<file path="src/rtl/psum_pkg.sv">
// Shared definitions for the partial-sum adder arbiter: width derivation and output FSM encoding.
package psum_pkg;

  typedef enum logic {
    EMPTY = 1'b0,
    FULL  = 1'b1
  } state_t;

  function automatic int unsigned calc_w(input int unsigned i_width, input int unsigned f_width);
    return i_width + f_width;
  endfunction

  function automatic int unsigned calc_idw(input int unsigned n_req);
    return $clog2(n_req);
  endfunction

endpackage

</file>
<file path="src/rtl/adder_without_en.sv">
// Unregistered fixed-point adder: wrapping W-bit sum plus carry-out of the unsigned W+1-bit sum.
module adder_without_en
  import psum_pkg::*;
#(
  parameter int unsigned I_WIDTH = 8,
  parameter int unsigned F_WIDTH = 8
) (
  input  logic [calc_w(I_WIDTH, F_WIDTH)-1:0] a,
  input  logic [calc_w(I_WIDTH, F_WIDTH)-1:0] b,
  output logic [calc_w(I_WIDTH, F_WIDTH)-1:0] sum_c,
  output logic                                carry_c
);

  assign {carry_c, sum_c} = {1'b0, a} + {1'b0, b};

endmodule

</file>
<file path="src/rtl/psum_add_arbiter.sv">
// Round-robin arbiter feeding one shared adder; a single-entry output register holds the result
// until downstream accepts it, and can be replaced in the same cycle it is consumed.
module psum_add_arbiter
  import psum_pkg::*;
#(
  parameter int unsigned I_WIDTH = 8,
  parameter int unsigned F_WIDTH = 8,
  parameter int unsigned N_REQ   = 4
) (
  input  logic                                      clk,
  input  logic                                      rst_n,
  input  logic [N_REQ-1:0]                          req_valid_i,
  output logic [N_REQ-1:0]                          req_ready_o,
  input  logic [N_REQ*calc_w(I_WIDTH, F_WIDTH)-1:0] req_a_i,
  input  logic [N_REQ*calc_w(I_WIDTH, F_WIDTH)-1:0] req_b_i,
  output logic                                      res_valid_o,
  input  logic                                      res_ready_i,
  output logic [calc_w(I_WIDTH, F_WIDTH)-1:0]       res_sum_o,
  output logic                                      res_c_o,
  output logic                                      res_ovf_o,
  output logic [calc_idw(N_REQ)-1:0]                res_id_o
);

  localparam int unsigned W   = calc_w(I_WIDTH, F_WIDTH);
  localparam int unsigned IDW = calc_idw(N_REQ);

  // First valid requester strictly after last, wrapping modulo N_REQ.
  function automatic logic [IDW-1:0] rr_pick(input logic [N_REQ-1:0] valid,
                                             input logic [IDW-1:0]   last);
    logic [IDW-1:0] pick;
    logic [IDW-1:0] idx;
    logic           found;
    pick  = '0;
    found = 1'b0;
    for (int unsigned i = 1; i <= N_REQ; i++) begin
      idx = IDW'((32'(last) + i) % N_REQ);
      if (!found && valid[idx]) begin
        pick  = idx;
        found = 1'b1;
      end
    end
    return pick;
  endfunction

  state_t         state;
  state_t         state_nxt;
  logic [IDW-1:0] last_grant;
  logic [IDW-1:0] grant;
  logic           accept_en;
  logic           xfer;
  logic [W-1:0]   a_sel;
  logic [W-1:0]   b_sel;
  logic [W-1:0]   sum_c;
  logic           carry_c;
  logic           ovf_c;

  assign accept_en = (state == EMPTY) | res_ready_i;
  assign grant     = rr_pick(req_valid_i, last_grant);
  assign xfer      = accept_en & (|req_valid_i);
  assign a_sel     = req_a_i[32'(grant)*W +: W];
  assign b_sel     = req_b_i[32'(grant)*W +: W];
  assign ovf_c     = (a_sel[W-1] == b_sel[W-1]) & (sum_c[W-1] != a_sel[W-1]);

  adder_without_en #(
    .I_WIDTH (I_WIDTH),
    .F_WIDTH (F_WIDTH)
  ) u_adder (
    .a       (a_sel),
    .b       (b_sel),
    .sum_c   (sum_c),
    .carry_c (carry_c)
  );

  // Handshake strobe for the granted requester only; held low during reset.
  always_comb begin
    req_ready_o = '0;
    if (rst_n && xfer) req_ready_o[grant] = 1'b1;
  end

  always_ff @(posedge clk or negedge rst_n) begin
    if (!rst_n) state <= EMPTY;
    else        state <= state_nxt;
  end

  always_comb begin
    state_nxt = state;
    case (state)
      EMPTY:   if (xfer) state_nxt = FULL;
      FULL:    if (res_ready_i && !xfer) state_nxt = EMPTY;
      default: state_nxt = EMPTY;
    endcase
  end

  assign res_valid_o = (state == FULL);

  always_ff @(posedge clk or negedge rst_n) begin
    if (!rst_n) begin
      res_sum_o  <= '0;
      res_c_o    <= 1'b0;
      res_ovf_o  <= 1'b0;
      res_id_o   <= '0;
      last_grant <= IDW'(N_REQ - 1);
    end else if (xfer) begin
      res_sum_o  <= sum_c;
      res_c_o    <= carry_c;
      res_ovf_o  <= ovf_c;
      res_id_o   <= grant;
      last_grant <= grant;
    end
  end

endmodule

</file>
<file path="config.mk">
export PLATFORM = sky130hd
export DESIGN_NAME = psum_add_arbiter
export DESIGN_NICKNAME = d
export VERILOG_FILES = /design/src/rtl/psum_pkg.sv /design/src/rtl/adder_without_en.sv /design/src/rtl/psum_add_arbiter.sv
export SDC_FILE = /design/constraint.sdc
export NUM_CORES = 1
export LEC_CHECK = 0
export CAP_MARGIN = 10
export CORE_MARGIN = 1.5
export CORE_UTILIZATION = 42
export DETAILED_ROUTE_END_ITERATION = 16
export PLACE_DENSITY = 0.88
export SLEW_MARGIN = 20
export SYNTH_ARGS = -nofsm -noshare
export SYNTH_HDL_FRONTEND = slang
export SYNTH_SLANG_ARGS = --single-unit
export TNS_END_PERCENT = 50
</file>
<file path="constraint.sdc">
create_clock -name clk -period 5.6 [get_ports clk]
set_input_delay 1.12 -clock clk [delete_from_list [all_inputs] [get_ports clk]]
set_output_delay 1.12 -clock clk [all_outputs]
set_load 0.1 [all_outputs]
</file>
==> results.txt <==
actual transition at the worst max-transition pin = 1.00 ns
gr ovfl total = 0
total power = 0.00207 W
DR WL/cell = 14.2 um
RSZ-0062 raised after global routing = no
Yosys reg bits = 23
Final Wtd Congestion = 0.835
syn_area_per_cell = 7.20 um2
Worst-path clk slew = 0.08 ns
fill count = 521
first-pass GRT wire length = 14.6 mm
TritonCTS Sinks = 23
initial antenna violation count = 0
crit path cell chain = clkdlybuf4s50_1, and2b_1, nor2_1, nor2_4, buf_12, mux2_2, nor2_1, a31oi_1, ha_1, o21a_1, o21ai_0, nor2_1, a211oi_1, o21ai_0, a32o_1
YS warnings = 0
worst path buffer plus inverter count = 2
crit end category = register
layout cell share with drive strength beyond 1 = 0.0921
DRT Pass-1 Iters = 4
Vias/cell = 5.43
Cells after Synth = 385
area delta synth->final = 61.8%
Util after Layout = 0.707
Synthesized Nets = 537
Initial Util = 0.437
register area share after synthesis = 0.208
Tcrit/Tclk final = 0.832
Max Transition Viols Final = 0
Max-slew headroom = 0.333
mapped cell area = 2770 um2
register-to-register setup slack = 1.77 ns
largest net degree at the start of global routing = 67
Worst R2R Start = last_grant[0]
IO Port Bufs = 159
max_cap viols = 0
# setup viols final = 0
routed vias = 3307
clk root buf = clkbuf_8
DP Wirelength = 7.00 mm
# H-tree levels = 1
CP Class = input port to register
Worst Hold Depth = 2
Design Area, Final = 4490 um2
Layout Skew = 0.00371 ns
Routed WL = 8.66 mm
Post-synth top flop = dfrtp_1
Pleak = 1.88 nW
crit-path max FO = 62
# IOs = 160
Total GRT Usage = 0.245
# DRC = 0
cell family with most CP delay = compound AO/OA/AOI/OAI gates
# diodes = 0
CP max stage delay = 0.53 ns
Pwr Density = 460 nW/um2
die width = 84.3 um
critical path's slowest cell = clkdlybuf4s50_1
Critical Path RT = 5.75 ns
worst r2r path cells = 14
Synth top cells by count = nand2_1, nor2_1, a31oi_1
post-cts repair resize count = 0
row count = 29
status = complete, no violations
core footprint = 6350 um2
initial DRC count = 93
Routed Antenna Nets = 0
Final Hold Viols = 0
Num CTS Buffers = 3
Worst Path Arrival = 4.81 ns
Synth top area share = 0.189
die area = 7100 um2
top post-synthesis cells by area = dfrtp_1, mux2_2, nand2_1, ha_1, a31oi_1
post-synth cell types = 46
worst skew pair latency = 0.26 ns
VDD IR max = 0.487 mV
hold endpoint = res_sum_o[2]
most common cell in the netlist = nand2_1
Post-CTS Setup Inserts = 0
Reg-to-Reg End = res_ovf_o
Post-synth EDFFs = 0
min Tclk post-route = 4.66 ns
DP Area = 4440 um2
fmax = 0.215 GHz
Synth area leader = dfrtp_1
vias in the first global route = 3233
deepest clock path buffer count = 2
cts hold-fix bufs = 0
Die Y-Extent = 84.3 um
TritonCTS clock tree = done
Hold Crit Class = register to register
most frequent CP cell = nor2_1
Async S/R FF share, synth = 1.00
Startpoint Class = input port
hold_sp = res_sum_o[2]
# nets final = 685
Final Hold Slack = 0.483 ns
setup TNS = 0 ns
[cell families after synthesis]
kind of cell / Yosys count / share of synthesized area
buffers and inverters: 31 / 0.0483
AND/OR/NAND/NOR: 168 / 0.261
multiplexers: 36 / 0.143
adder cells (fa/ha/maj): 17 / 0.0794
AO/OA/AOI/OAI: 104 / 0.241
flip-flops: 23 / 0.208
XOR/XNOR: 6 / 0.0189
[cell type report]
type | count | area (um2) | area share
clock buffer | 3 | 41.3 | 0.00920
inverter | 8 | 30.0 | 0.00669
tap | 77 | 96.3 | 0.0215
timing repair buffer | 166 | 1660 | 0.370
sequential | 23 | 578 | 0.129
clock inverter | 1 | 5.00 | 0.00112
multi-input combinational | 331 | 2080 | 0.463
[layout by cell type (no fill, tap or decap), drive strengths merged, types with 2 or more instances in the layout]
cell type	instances
nand2	84
and3	2
clkbuf	3
nand4	2
clkdlybuf4s50	155
o21a	10
o21ai	22
dfrtp	21
ha	16
nand3	5
nor2	45
nor3	8
nor4	3
a2111oi	2
inv	8
mux2	29
buf	11
or3	6
nand2b	2
xor2	5
o31ai	5
dfstp	2
a21oi	13
a21o	10
nor3b	2
nor2b	2
a31oi	31
mux2i	7
a211oi	5
[where the power goes]
part           internal (W)  switching, W  total, W
clock             0.0000495     0.0000511  0.000101
combinational      0.000588       0.00110   0.00168
sequential         0.000242     0.0000409  0.000283
[registers in the layout (all words and copies together), names as in the netlist]
register and count:
res_id_o 2, last_grant 2, res_c_o 1, res_sum_o 16, res_valid_o 1, res_ovf_o 1
[metal layers]
layer	vias to the layer above	track usage	share of wire
li1	1676	-	-
met1	1484	0.308	0.44
met2	131	0.434	0.47
met3	16	0.0285	0.061
met4	0	0.0820	0.024
met5	-	0	0
[stage by stage]
stage                     std cells  setup slack [ns]
after floorplan                 385            -0.179
after global placement          605             0.669
after detailed placement        605             0.696
after CTS                       609             0.962
after global routing            609             0.604
final                           609             0.941
[worst max-delay path by stage]
stage	slack [ns]	from	to	cells after the start
3_5_place_dp	0.70	req_valid_i[3]	res_ovf_o	15
2_1_floorplan	-0.18	req_valid_i[3]	req_ready_o[0]	6
4_1_cts	0.96	req_valid_i[3]	res_ovf_o	15
3_3_place_gp	0.67	req_valid_i[3]	res_sum_o[13]	15
5_1_grt	0.60	req_valid_i[3]	res_ovf_o	15
6_report	0.94	req_valid_i[3]	res_ovf_o	15
[worst reg2reg max path: stages, from the launching register on]
cell	delay [ns]
dfstp_2	0.55
nand2b_1	0.12
o22ai_1	0.16
nor2_4	0.16
buf_12	0.26
mux2_2	0.43
nor2_1	0.09
a31oi_1	0.06
ha_1	0.39
o21a_1	0.24
o21ai_0	0.33
nor2_1	0.09
a211oi_1	0.40
o21ai_0	0.16
a32o_1	0.27
No activity file was read; power rests on OpenSTA's default activity.
